### config.mk
export PLATFORM = sky130hd
export DESIGN_NAME = imem_loader
export DESIGN_NICKNAME = d
export VERILOG_FILES = /design/src/rtl/imem_loader.sv
export SDC_FILE = /design/constraint.sdc
export NUM_CORES = 1
export LEC_CHECK = 0
export CELL_PAD_IN_SITES_DETAIL_PLACEMENT = 0
export CELL_PAD_IN_SITES_GLOBAL_PLACEMENT = 1
export CORE_AREA = 2 2 110 112
export DETAILED_ROUTE_END_ITERATION = 8
export DIE_AREA = 0 0 112 114
export HOLD_SLACK_MARGIN = 0.02
export PLACE_DENSITY = 0.81
export SKIP_CTS_REPAIR_TIMING = 1
export SLEW_MARGIN = 15
export SYNTH_ARGS = -nofsm -noshare
export SYNTH_HDL_FRONTEND = slang
export SYNTH_SLANG_ARGS = --single-unit
### constraint.sdc
create_clock -name clk -period 2.85 [get_ports clk]
set_clock_uncertainty 0.05 [all_clocks]
set_input_delay 0.7125 -clock clk [delete_from_list [all_inputs] [get_ports clk]]
set_output_delay 0.7125 -clock clk [all_outputs]
set_load 0.005 [all_outputs]
### src/rtl/imem_loader.sv
// imem_loader
//
// Assembles a little-endian byte stream into 32-bit instruction words and
// writes them, one per WRITE cycle, into an instruction memory starting at
// word address 0.
//
// Build option:
//   IMEM_LOADER_CHECKSUM_EN  when defined, checksum accumulates a modulo-2^32
//                            sum of every written word. When undefined,
//                            checksum is tied to 0 and no adder is built.
//
// Parameters:
//   DEPTH      number of 32-bit words in the target memory (== 2**ADDR_W)
//   ADDR_W     word-address width
//
// Ports:
//   clk        sole clock, rising edge
//   rst        synchronous active-high reset
//   start      begin a load (sampled only in IDLE)
//   num_words  words to load, latched on accepted start (0 or >DEPTH -> DEPTH)
//   s_valid    byte-stream valid
//   s_data     byte-stream data
//   s_ready    byte-stream ready (high only in ASSEMBLE)
//   wr_en      one-cycle memory write strobe
//   wr_addr    word address of the write
//   wr_data    word being written
//   busy       high in every state except IDLE
//   done       one-cycle completion pulse
//   last_flag  sticky, set once address DEPTH-1 has been written
//   checksum   running sum of written words (see build option)

module imem_loader #(
  parameter int DEPTH  = 256,
  parameter int ADDR_W = 8
) (
  input  logic              clk,
  input  logic              rst,
  input  logic              start,
  input  logic [ADDR_W:0]   num_words,
  input  logic              s_valid,
  input  logic [7:0]        s_data,
  output logic              s_ready,
  output logic              wr_en,
  output logic [ADDR_W-1:0] wr_addr,
  output logic [31:0]       wr_data,
  output logic              busy,
  output logic              done,
  output logic              last_flag,
  output logic [31:0]       checksum
);

  typedef enum logic [1:0] {
    IDLE     = 2'd0,
    ASSEMBLE = 2'd1,
    WRITE    = 2'd2,
    DONE     = 2'd3
  } state_t;

  localparam logic [ADDR_W:0]   DEPTH_W   = (ADDR_W + 1)'(DEPTH);
  localparam logic [ADDR_W:0]   ONE_W     = (ADDR_W + 1)'(1);
  localparam logic [ADDR_W-1:0] LAST_ADDR = ADDR_W'(DEPTH - 1);

  state_t              state;
  state_t              next_state;

  logic [ADDR_W:0]     count;          // latched, clamped word count
  logic [ADDR_W:0]     count_clamped;
  logic [ADDR_W-1:0]   idx;            // index of the word being assembled
  logic [1:0]          byte_cnt;       // next byte lane to fill
  logic [23:0]         asm_word;       // lanes 0..2; lane 3 goes straight to wr_data
  logic                accept;
  logic                last_word;

  // ---------------------------------------------------------------------------
  // Combinational decode
  // ---------------------------------------------------------------------------
  always_comb begin
    count_clamped = num_words;
    if ((num_words == '0) || (num_words > DEPTH_W)) begin
      count_clamped = DEPTH_W;
    end
  end

  always_comb begin
    accept    = (state == ASSEMBLE) && s_valid && s_ready;
    last_word = (({1'b0, idx} + ONE_W) == count);
  end

  always_comb begin
    next_state = state;
    case (state)
      IDLE: begin
        if (start) begin
          next_state = ASSEMBLE;
        end
      end
      ASSEMBLE: begin
        if (accept && (byte_cnt == 2'd3)) begin
          next_state = WRITE;
        end
      end
      WRITE: begin
        next_state = last_word ? DONE : ASSEMBLE;
      end
      DONE: begin
        next_state = IDLE;
      end
      default: begin
        next_state = IDLE;
      end
    endcase
  end

  // ---------------------------------------------------------------------------
  // State, datapath and registered outputs
  // ---------------------------------------------------------------------------
  // Status outputs are registered from next_state so each one is valid in the
  // same cycle as the state it describes.
  always_ff @(posedge clk) begin
    if (rst) begin
      state     <= IDLE;
      s_ready   <= 1'b0;
      wr_en     <= 1'b0;
      busy      <= 1'b0;
      done      <= 1'b0;
      wr_addr   <= '0;
      wr_data   <= '0;
      last_flag <= 1'b0;
      count     <= '0;
      idx       <= '0;
      byte_cnt  <= '0;
      asm_word  <= '0;
    end else begin
      state   <= next_state;
      s_ready <= (next_state == ASSEMBLE);
      wr_en   <= (next_state == WRITE);
      busy    <= (next_state != IDLE);
      done    <= (next_state == DONE);

      case (state)
        IDLE: begin
          if (start) begin
            count     <= count_clamped;
            idx       <= '0;
            byte_cnt  <= '0;
            asm_word  <= '0;
            last_flag <= 1'b0;
          end
        end

        ASSEMBLE: begin
          if (accept) begin
            byte_cnt <= byte_cnt + 2'd1;
            case (byte_cnt)
              2'd0: asm_word[7:0]   <= s_data;
              2'd1: asm_word[15:8]  <= s_data;
              2'd2: asm_word[23:16] <= s_data;
              default: begin
                // Final byte: complete the word directly into the write
                // register so WRITE can present it on the very next cycle.
                wr_data <= {s_data, asm_word};
                wr_addr <= idx;
              end
            endcase
          end
        end

        WRITE: begin
          if (wr_addr == LAST_ADDR) begin
            last_flag <= 1'b1;
          end
          if (!last_word) begin
            idx <= idx + 1'b1;
          end
        end

        default: begin
        end
      endcase
    end
  end

  // ---------------------------------------------------------------------------
  // Optional checksum
  // ---------------------------------------------------------------------------
`ifdef IMEM_LOADER_CHECKSUM_EN
  always_ff @(posedge clk) begin
    if (rst) begin
      checksum <= '0;
    end else if ((state == IDLE) && start) begin
      checksum <= '0;
    end else if (state == WRITE) begin
      checksum <= checksum + wr_data;
    end
  end
`else
  assign checksum = '0;
`endif

endmodule

Yosys cells after proc, flatten, opt, wreduce, memory -nomap -nowiden. Index checks and enable logic that the tools add are counted.

Register bits after elaboration: 90. Input port bits: 21. Output and inout port bits: 77.

Add/sub/neg operators: 3. Magnitude comparators: 1. Equal/unequal tests: 18. Muxes and demuxes: 20. Bitwise gates (word level): 1. Reductions and logical operators: 19.

Operators by type and width (count): 24-bit 2-to-1 mux (2); 24-bit one-hot mux with 2 select lines (1); 8-bit 2-to-1 mux (5); 8-bit one-hot mux with 2 select lines (1); 2-bit == test (second input constant) (6); 3-bit AND reduction (4); 4-bit AND reduction (3); 2-bit 2-to-1 mux (5); 8-bit by 1-bit adder with 9-bit output (second input constant) (1); 9-bit == test (1); 9-bit greater-than comparator (second input constant) (1); 9-bit zero test (1); 9-bit 2-to-1 mux (1); 8-bit by 1-bit adder with 8-bit output (second input constant) (1); 8-bit == test (second input constant) (1); 2-bit != test (second input constant) (4); 2-bit one-hot mux with 4 select lines (1); 2-bit by 1-bit == test with 1-bit output (second input constant) (3); 2-bit by 1-bit != test with 1-bit output (second input constant) (3); 2-bit nonzero test (3); 2-bit zero test (2); 2-bit one-hot mux with 2 select lines (1); 1-bit logical AND (3); 3-bit OR reduction (1); 6 further kinds (7).

Depth between registers and ports, before layout.
Word-level depth: 7. Depth in mapped cells: 9. Mapped depth without buffers: 7.

Least setup slack after synthesis. OpenSTA, ideal clock, no wires.

Path kind: register -> register. Start: reg idx[1]. End: reg idx[2]. Library setup time: 0.123 ns. Arrival time: 2.379 ns. Required time: 2.677 ns. Setup slack: 0.298 ns. Stages on the path, launching flop included: 9. Period minus slack after synthesis: 2.552 ns. Cells stage by stage: dfxtp_1 -> ha_1 -> nand2b_1 -> o211a_1 -> o32a_1 -> or4_1 -> buf_2 -> o211ai_1 -> mux2_1.

Longest elaborated chain between the ends: 4. Elaborated cells between the ends (all ways): 7. Classes of those cells: add/sub (2); eq/ne (2); mux (2); reduce/logical (1).

Ends and longest elaborated chain: start, declared (line 68) `logic [ADDR_W-1:0] idx;`; start signal, assigned (line 173) `idx <= idx + 1'b1;`; 8-bit by 1-bit adder with 9-bit output (line 86) `last_word = (({1'b0, idx} + ONE_W) == count);`; 9-bit == test (line 86); 2-bit != test (no line); 3-bit AND reduction (no line).

Parallel ways exist; a longest one is shown, timed or not. The select of a mux whose other input is x is not followed. A chain may end at the register's enable or synchronous reset.

Worst setup path in the final report. Ends and elaborated chain as after synthesis.

==> out/summary.md <==
The floorplan step set the die width to 112 um. Buffers placed on the I/O ports in this run total 65. The total clock sinks is 90. The tools report the critical path capture point type as a flop. The combined area of all synthesized cells came out at 0.00410 mm^2. For the number of vias after detailed routing, the log shows 3317. The floorplan step defined a core boundary enclosing 0.0117 mm^2.

Using the TritonRoute via totals, the vias-per-cell ratio works out to 4.79. The initial utilization of the core area, before any placement, comes to 35.0%. The worst reg2reg path startpoint was idx[1]$_SDFFE_PP0P_. The clock insertion delay at the later pin of the skew report was 0.34 ns; the remaining design rule violation count was 0. Start point of the worst hold path: wr_data[4]$_SDFFE_PP0P_. Cells with a size suffix above 1 make up 6.59% of the layout. The minimum setup slack in the final design is 0.245 ns, and the total chip power is 2.59 mW. In this run the critical register-to-register path is captured at idx[2]$_SDFFE_PP0P_.

The worst setup path is launched from a flop. Kind of path behind the tightest hold check: reg -> reg. The routed design has 9410 um of wire. The top cell type by area accounts for 44.0% of the synthesized area. Cell type group with the largest total delay on the critical path: compound AO/OA/AOI/OAI gates. The max-cap violation count came out at 0. Setup repair after global routing left no endpoint under its margin.

For the area enclosed by the die boundary, the log shows 0.0128 mm^2. Measured along the y axis, the die boundary spans 114 um. The detail route stage leaves a number of antenna-violating nets equal to 0. Number of global-route vias before repair: 3137. 98 I/O pins were placed. The delay of the slowest cell on the worst path came out at 0.59 ns. Counting flops with an async set or reset pin after synthesis yields a share of 0%. The routed length per placed instance was 13.6 um. The worst hold path terminates at wr_data[4]$_SDFFE_PP0P_.

After technology mapping, the gate count stands at 488. TritonCTS created 9 clock buffers. At the worst endpoint, the arrival time is 2.78 ns. Clock-pin slew was measured on the worst setup and hold paths at 0.06 ns.

The minimum clock period was 2.60 ns. TritonCTS built the clock tree. The first detailed-routing pass ran for 4 iterations. The tools report the number of filler instances in the final layout as 1190. The post-synthesis cell type count came out at 48. The initial antenna violation count came out at 0.

Sorting the synthesized cells by area gives the leading types as sky130_fd_sc_hd__dfxtp_1, sky130_fd_sc_hd__nand2_1, sky130_fd_sc_hd__a21oi_1. The violation count after the first detailed-route iteration is 192. Counting flops and latches in the post-synthesis netlist gives 90. Final net count: 570. Along the worst hold path, the cell count comes to 2. The number of cells on the worst reg-to-reg path is 7. In this run the clock root is driven by a sky130_fd_sc_hd__clkbuf_16. The wire-length estimate of the detail-placed layout is 6680 um. The final setup violation count was 0.

On the critical path, the stage with the largest delay is an instance of sky130_fd_sc_hd__or4_1. By instance count, the leading cell after synthesis is sky130_fd_sc_hd__nand2_1. Summed over all cells, the static leakage comes to 1.83 nW. Along the worst path, the maximum fanout reaches 7.

The post-synthesis average cell area is 8.40 um^2. The largest total area in the synthesized netlist belongs to sky130_fd_sc_hd__dfxtp_1. The Yosys warning count was 0; the post-route clock period utilization was 91.4%.

The run finished with clean final reports. The final hold violation count was 0; the worst slew slack as a fraction of its limit was 48.4%. In the synthesized netlist the dominant register cell turns out to be sky130_fd_sc_hd__dfxtp_1. For the worst slack at placement, the log shows 0.249 ns. The area growth from synthesis to layout is 22.4%, and the worst supply voltage drop on vdd is 0.000324 V. The worst setup path category was reg -> reg. For flop-to-flop paths, the worst setup slack is 0.25 ns. Walking the worst path, the cells encountered are ha_1 -> nand2b_1 -> o211a_1 -> o32a_1 -> or4_1 -> o211ai_1 -> mux2_1. Dividing total power by cell area gives a power density of 515 mW/mm^2. The global-route wire length before repair is 15600 um, and the overflow left after global routing is 0. The run gives 60 as the largest net degree at the start of global routing.

The peak clock frequency supported by timing came out at 384 MHz. In the synthesized netlist, the cells that appear most often are sky130_fd_sc_hd__nand2_1, sky130_fd_sc_hd__dfxtp_1, sky130_fd_sc_hd__a21oi_1, sky130_fd_sc_hd__nor2_1, sky130_fd_sc_hd__buf_4. For the count of final max-slew check failures, the log shows 0. At the pin with the least slew margin, the transition time is 0.773 ns. The initialized floorplan defines 40 standard-cell rows. For this run, the register share of the synthesized area comes to 44.0%. The total negative slack was 0 ns. The logs give 2 for the maximum count of clock buffers along a single path and 15.0% for the combined global-route utilization of all metal layers.

Counting flops with a built-in enable in the synthesized netlist gives 0. The deepest level of the CTS H-tree came out at 3. The global placement routability congestion is 0.859.

The number of buffers and inverters on the critical path was 0; the total inserted antenna cells was 0. Data on the critical path is required at its endpoint by 3.02 ns.
through the flow:
stage                     cell area, um^2  instances  util [%]  hold WS [ns]
after floorplan                      4220        519         -         0.381
after global placement               4750        678      40.6         0.394
after detailed placement             4750        678      40.6         0.399
after CTS                            5020        693      42.9         0.409
after global routing                 5020        693      42.9         0.428
final                                5020        693      42.9         0.405
state kept, by name (all words and copies together), names as in the netlist:
name / cells
wr_addr: 8
done: 1
idx: 8
asm_word: 24
last_flag: 1
count: 9
s_ready: 1
busy: 1
state: 2
byte_cnt: 2
wr_en: 1
wr_data: 32
routing by layer:
metal | vias up | wire length (um) | part of all wire [%] | track usage (%)
met2 | 80 | 4350 | 46 | 23.7
met5 | - | 0 | 0 | 0
met1 | 1549 | 4550 | 48 | 20.4
met4 | 0 | 101 | 1.1 | 4.47
met3 | 9 | 400 | 4.3 | 4.04
li1 | 1679 | - | - | -
where the power goes:
| group | leakage, nW | internal (mW) | total [mW] | switching (mW) |
|---|---|---|---|---|
| logic | 0.974 | 0.0850 | 0.193 | 0.108 |
| clock network | 0.129 | 0.593 | 1.10 | 0.505 |
| registers | 0.727 | 1.28 | 1.30 | 0.0185 |
| total | 1.83 | 1.96 | 2.59 | 0.632 |
cell usage in the layout, fill, tap and decap left out, types with 10 or more instances in the layout:
| master | count |
|---|---|
| sky130_fd_sc_hd__nand2_1 | 96 |
| sky130_fd_sc_hd__dfxtp_1 | 90 |
| sky130_fd_sc_hd__clkdlybuf4s50_1 | 64 |
| sky130_fd_sc_hd__a21oi_1 | 54 |
| sky130_fd_sc_hd__nor2_1 | 34 |
| sky130_fd_sc_hd__conb_1 | 32 |
| sky130_fd_sc_hd__mux2i_1 | 26 |
| sky130_fd_sc_hd__inv_1 | 13 |
| sky130_fd_sc_hd__buf_4 | 13 |
| sky130_fd_sc_hd__and2_1 | 10 |
cell families after synthesis:
| group | count (synthesis) | synth area share, % |
|---|---|---|
| DFF | 90 | 44.0 |
| xor gates and xnor gates | 10 | 2.14 |
| and+or+nand+nor | 192 | 22.0 |
| adders and majority gates | 7 | 2.14 |
| other | 1 | 0.0915 |
| muxes | 27 | 6.62 |
| AOI/OAI and AO/OA | 81 | 11.8 |
| buffers and inverters | 80 | 11.2 |
worst reg2reg max path, delay by kind of cell, from the launching register on:
family | cells | cell delay [ns]
AO/OA/AOI/OAI | 3 | 0.75
flip-flops | 1 | 0.34
adder cells (fa/ha/maj) | 1 | 0.31
AND/OR/NAND/NOR | 2 | 0.71
multiplexers | 1 | 0.33
how the worst max path moves through the flow:
stage                        start                   to  slack [ns]  cells past startpoint
2_1_floorplan  idx[1]$_SDFFE_PP0P_  idx[2]$_SDFFE_PP0P_        0.30                      8
3_3_place_gp   idx[0]$_SDFFE_PP0P_  idx[2]$_SDFFE_PP0P_        0.28                      7
3_5_place_dp   idx[1]$_SDFFE_PP0P_  idx[2]$_SDFFE_PP0P_        0.25                      7
4_1_cts        idx[1]$_SDFFE_PP0P_  idx[2]$_SDFFE_PP0P_        0.24                      7
5_1_grt        idx[0]$_SDFFE_PP0P_  idx[3]$_SDFFE_PP0P_         0.1                      8
6_report       idx[1]$_SDFFE_PP0P_  idx[2]$_SDFFE_PP0P_        0.25                      7
area by class of cell:
cell class              count  area [um^2]  share of cell area (%)
inverters                  13         48.8                   0.972
repair buffers             79          763                    15.2
clock buffers              10          229                    4.56
flip-flops and latches     90         1800                    35.9
multi-input cells         349         1950                    38.9
well taps                 147          184                    3.66
clock inverters             5         38.8                   0.773
Note: power is estimated with default switching activity, not from simulation.
==> edit 1 (same settings) <==
Build with the macro `IMEM_LOADER_CHECKSUM_EN` defined.
--- a/src/rtl/imem_loader.sv
+++ b/src/rtl/imem_loader.sv
@@ -28,6 +28,8 @@
 //   done       one-cycle completion pulse
 //   last_flag  sticky, set once address DEPTH-1 has been written
 //   checksum   running sum of written words (see build option)
+
+`define IMEM_LOADER_CHECKSUM_EN
 
 module imem_loader #(
   parameter int DEPTH  = 256,
Check against the original RTL: not equivalent (Yosys sat finds a counterexample within 10 cycles, from zero or initial values and one cycle with rst high).
==> edit 1 against the original RTL <==
Count of clock-buffer cells in the layout rose by 7; total power increased by 62%; area after synthesis rose by 57%; design area increased by 66%; routed wire length up 92%; worst setup slack lost 0.13 ns; sequential cell count grew 32; critical path type unchanged; largest power group is now clock; highest routed layer unchanged.
==> edit 1: results <==
sta:
  slew_headroom: 0.578
critical_path:
  cp.arrival_ns: 3.04
finish:
  multi_input_gates: 617
  drive_gt1_frac: 0.0959
  largest_registers: "checksum (32), wr_data (32), asm_word (24)"
  multi_input_area_um2: 3790
  inv_count: 17
  stdcell_area_um2: 8320
routing:
  first_pass_iters: 5
  met3_length_um: 719
  drt-total-wl_um: 18100
  vias: 6155
  drt_iter0_drc: 347
synthesis:
  synthXorXnorAreaFrac: 0.0423
  synth-compound-area-share: 0.203
  synth.distinct_cells: 60
  synthMuxAreaShare: 0.0405
  ys_seq_elements: 122
  synthTopCellsByCount: "150 x nand2_1, 122 x dfxtp_1, 100 x a21oi_1, 63 x nor2_1, 38 x ha_1"
  synth_fa_ha_area_frac: 0.0771
power:
  comb_power_share: 0.050
  ir_drop_v: 0.000424
run_status:
  status: "complete, no violations"
global_routing:
  grt_use_met1: 0.375
  grt_pass1_wl_um: 29400
placed_design:
  placed_area_um2: 7660
clock_network:
  clk_latency_ns: 0.42
  cts_buffers: 17
edit 1: cell types whose count changed after synthesis, sizes merged, moves of 9 or more:
cell    unedited run  this run
xnor2              5        20
ha                 7        38
o21ai              5        30
dfxtp             90       122
nor2              34        64
buf               39         9
nand3              5        22
nand2             96       150
a21o               1        15
a21oi             57       105
clkbuf            27        36
edit 1: final timing paths:
kind | slack, ns | endpoint
worst min-delay path | 0.41 | wr_data[10]
worst max register to register | 0.11 | checksum[24]
worst min register to register | 0.41 | wr_data[10]
worst max-delay path | 0.11 | checksum[24]
edit 1: worst max-delay path, stage by stage, from the launching register on:
cell and delay [ns]:
dfxtp_1 0.32, ha_2 0.21, fa_2 0.41, a211oi_4 0.27, or3_4 0.17, a21oi_4 0.06
o2111ai_1 0.37, nand2_1 0.14, a311oi_1 0.32, xnor2_1 0.15, nand2_1 0.07, a21oi_1 0.13
==> edit 2 (same flow settings) <==
Without the edit above. Re-encode `state_t` (4 states) as one-hot, 4 bits wide.
--- a/src/rtl/imem_loader.sv
+++ b/src/rtl/imem_loader.sv
@@ -49,11 +49,11 @@
   output logic [31:0]       checksum
 );
 
-  typedef enum logic [1:0] {
-    IDLE     = 2'd0,
-    ASSEMBLE = 2'd1,
-    WRITE    = 2'd2,
-    DONE     = 2'd3
+  typedef enum logic [3:0] {
+    IDLE     = 4'b0001,
+    ASSEMBLE = 4'b0010,
+    WRITE    = 4'b0100,
+    DONE     = 4'b1000
   } state_t;
 
   localparam logic [ADDR_W:0]   DEPTH_W   = (ADDR_W + 1)'(DEPTH);
Behaviour: same outputs for any inputs over 4 cycles, from zero or initial values and one cycle with rst high; so few cycles prove little.
==> edit 2 against the original RTL <==
Worst setup slack gained 0.14 ns; total power grew 6.3%; first-iteration DRC count shrank 8.9%; final cell count is the same; combinational power shrank 7%; die area is the same; worst hold slack gained 0.00070 ns; sequential cell count grew 2; routed wire length grew 0.31%; area after synthesis grew 1.4%; design area grew 2.1%; largest power group unchanged; highest routed layer unchanged.
==> edit 2: results <==
run_status:
  status: "complete, no violations"
synthesis:
  ys_seq_elements: 92
  synth-compound-area-share: 0.134
  synthXorXnorAreaFrac: 0.0190
  synthMuxAreaShare: 0.0605
  synth.distinct_cells: 54
  synth_fa_ha_area_frac: 0.0211
  ys_top_cells_by_area: "dfxtp_1 44%, nand2_1 8.2%, a21oi_1 6.6%"
global_routing:
  grt_max_degree: 76
  grt_pass1_vias: 3234
  grt_pass1_wl_um: 16000
  grt.total_usage: 0.152
  grt_use_met1: 0.215
  grtUsageMet2: 0.236
sta:
  tightest_slew_ns: 0.746
  fin_crit_sh: 0.866
  hold_slack_ns: 0.405
power:
  ir_drop_v: 0.000329
  power.leakage_nw: 1.84
  p_comb_uw: 180
  powerClk_mw: 1.26
finish:
  regArea_um2: 1840
  clkCellAreaFrac: 0.0610
  signal_buffers: 74
  multi_input_area_share: 0.396
  inv_count: 9
critical_path:
  r2r_setup_slack_ns: 0.38
  max_stage_delay_ns: 0.44
  cp_max_fo: 8
  cp_slowest_cell: "dfxtp_1"
routing:
  drt-met1-wl_um: 4690
  met3_length_um: 415
  route.met2.wl_um: 4190
  wire_per_inst_um: 13.6
placed_design:
  place_ws_ns: 0.383
  gp_congestion: 0.897
  placed_area_um2: 4810
## edit 2: cell count changes in the layout (fill, tap and decap cells not counted), sizes merged, moves of 4 or more
| cell | before | now |
|---|---|---|
| nor2 | 34 | 44 |
| nand2 | 96 | 91 |
| nand2b | 6 | 2 |
| nand3b | 9 | 1 |
| buf | 15 | 10 |
| nand4b | 4 | 0 |
| o21a | 0 | 4 |
| nand3 | 5 | 10 |
| nor3b | 1 | 10 |
| inv | 15 | 11 |
## edit 2: path summary, 6_finish.rpt
| path | start | endpoint |
|---|---|---|
| max | idx[1] | idx[5] |
| min reg2reg | wr_data[27] | wr_data[27] |
| min | wr_data[27] | wr_data[27] |
| max reg2reg | idx[1] | idx[5] |
## edit 2: through the flow
stage               power (mW)  cells
floorplan                 1.49    519
global placement          1.52    678
detailed placement        1.52    678
CTS                       2.78    693
global route              2.86    693
finish                    2.75    693
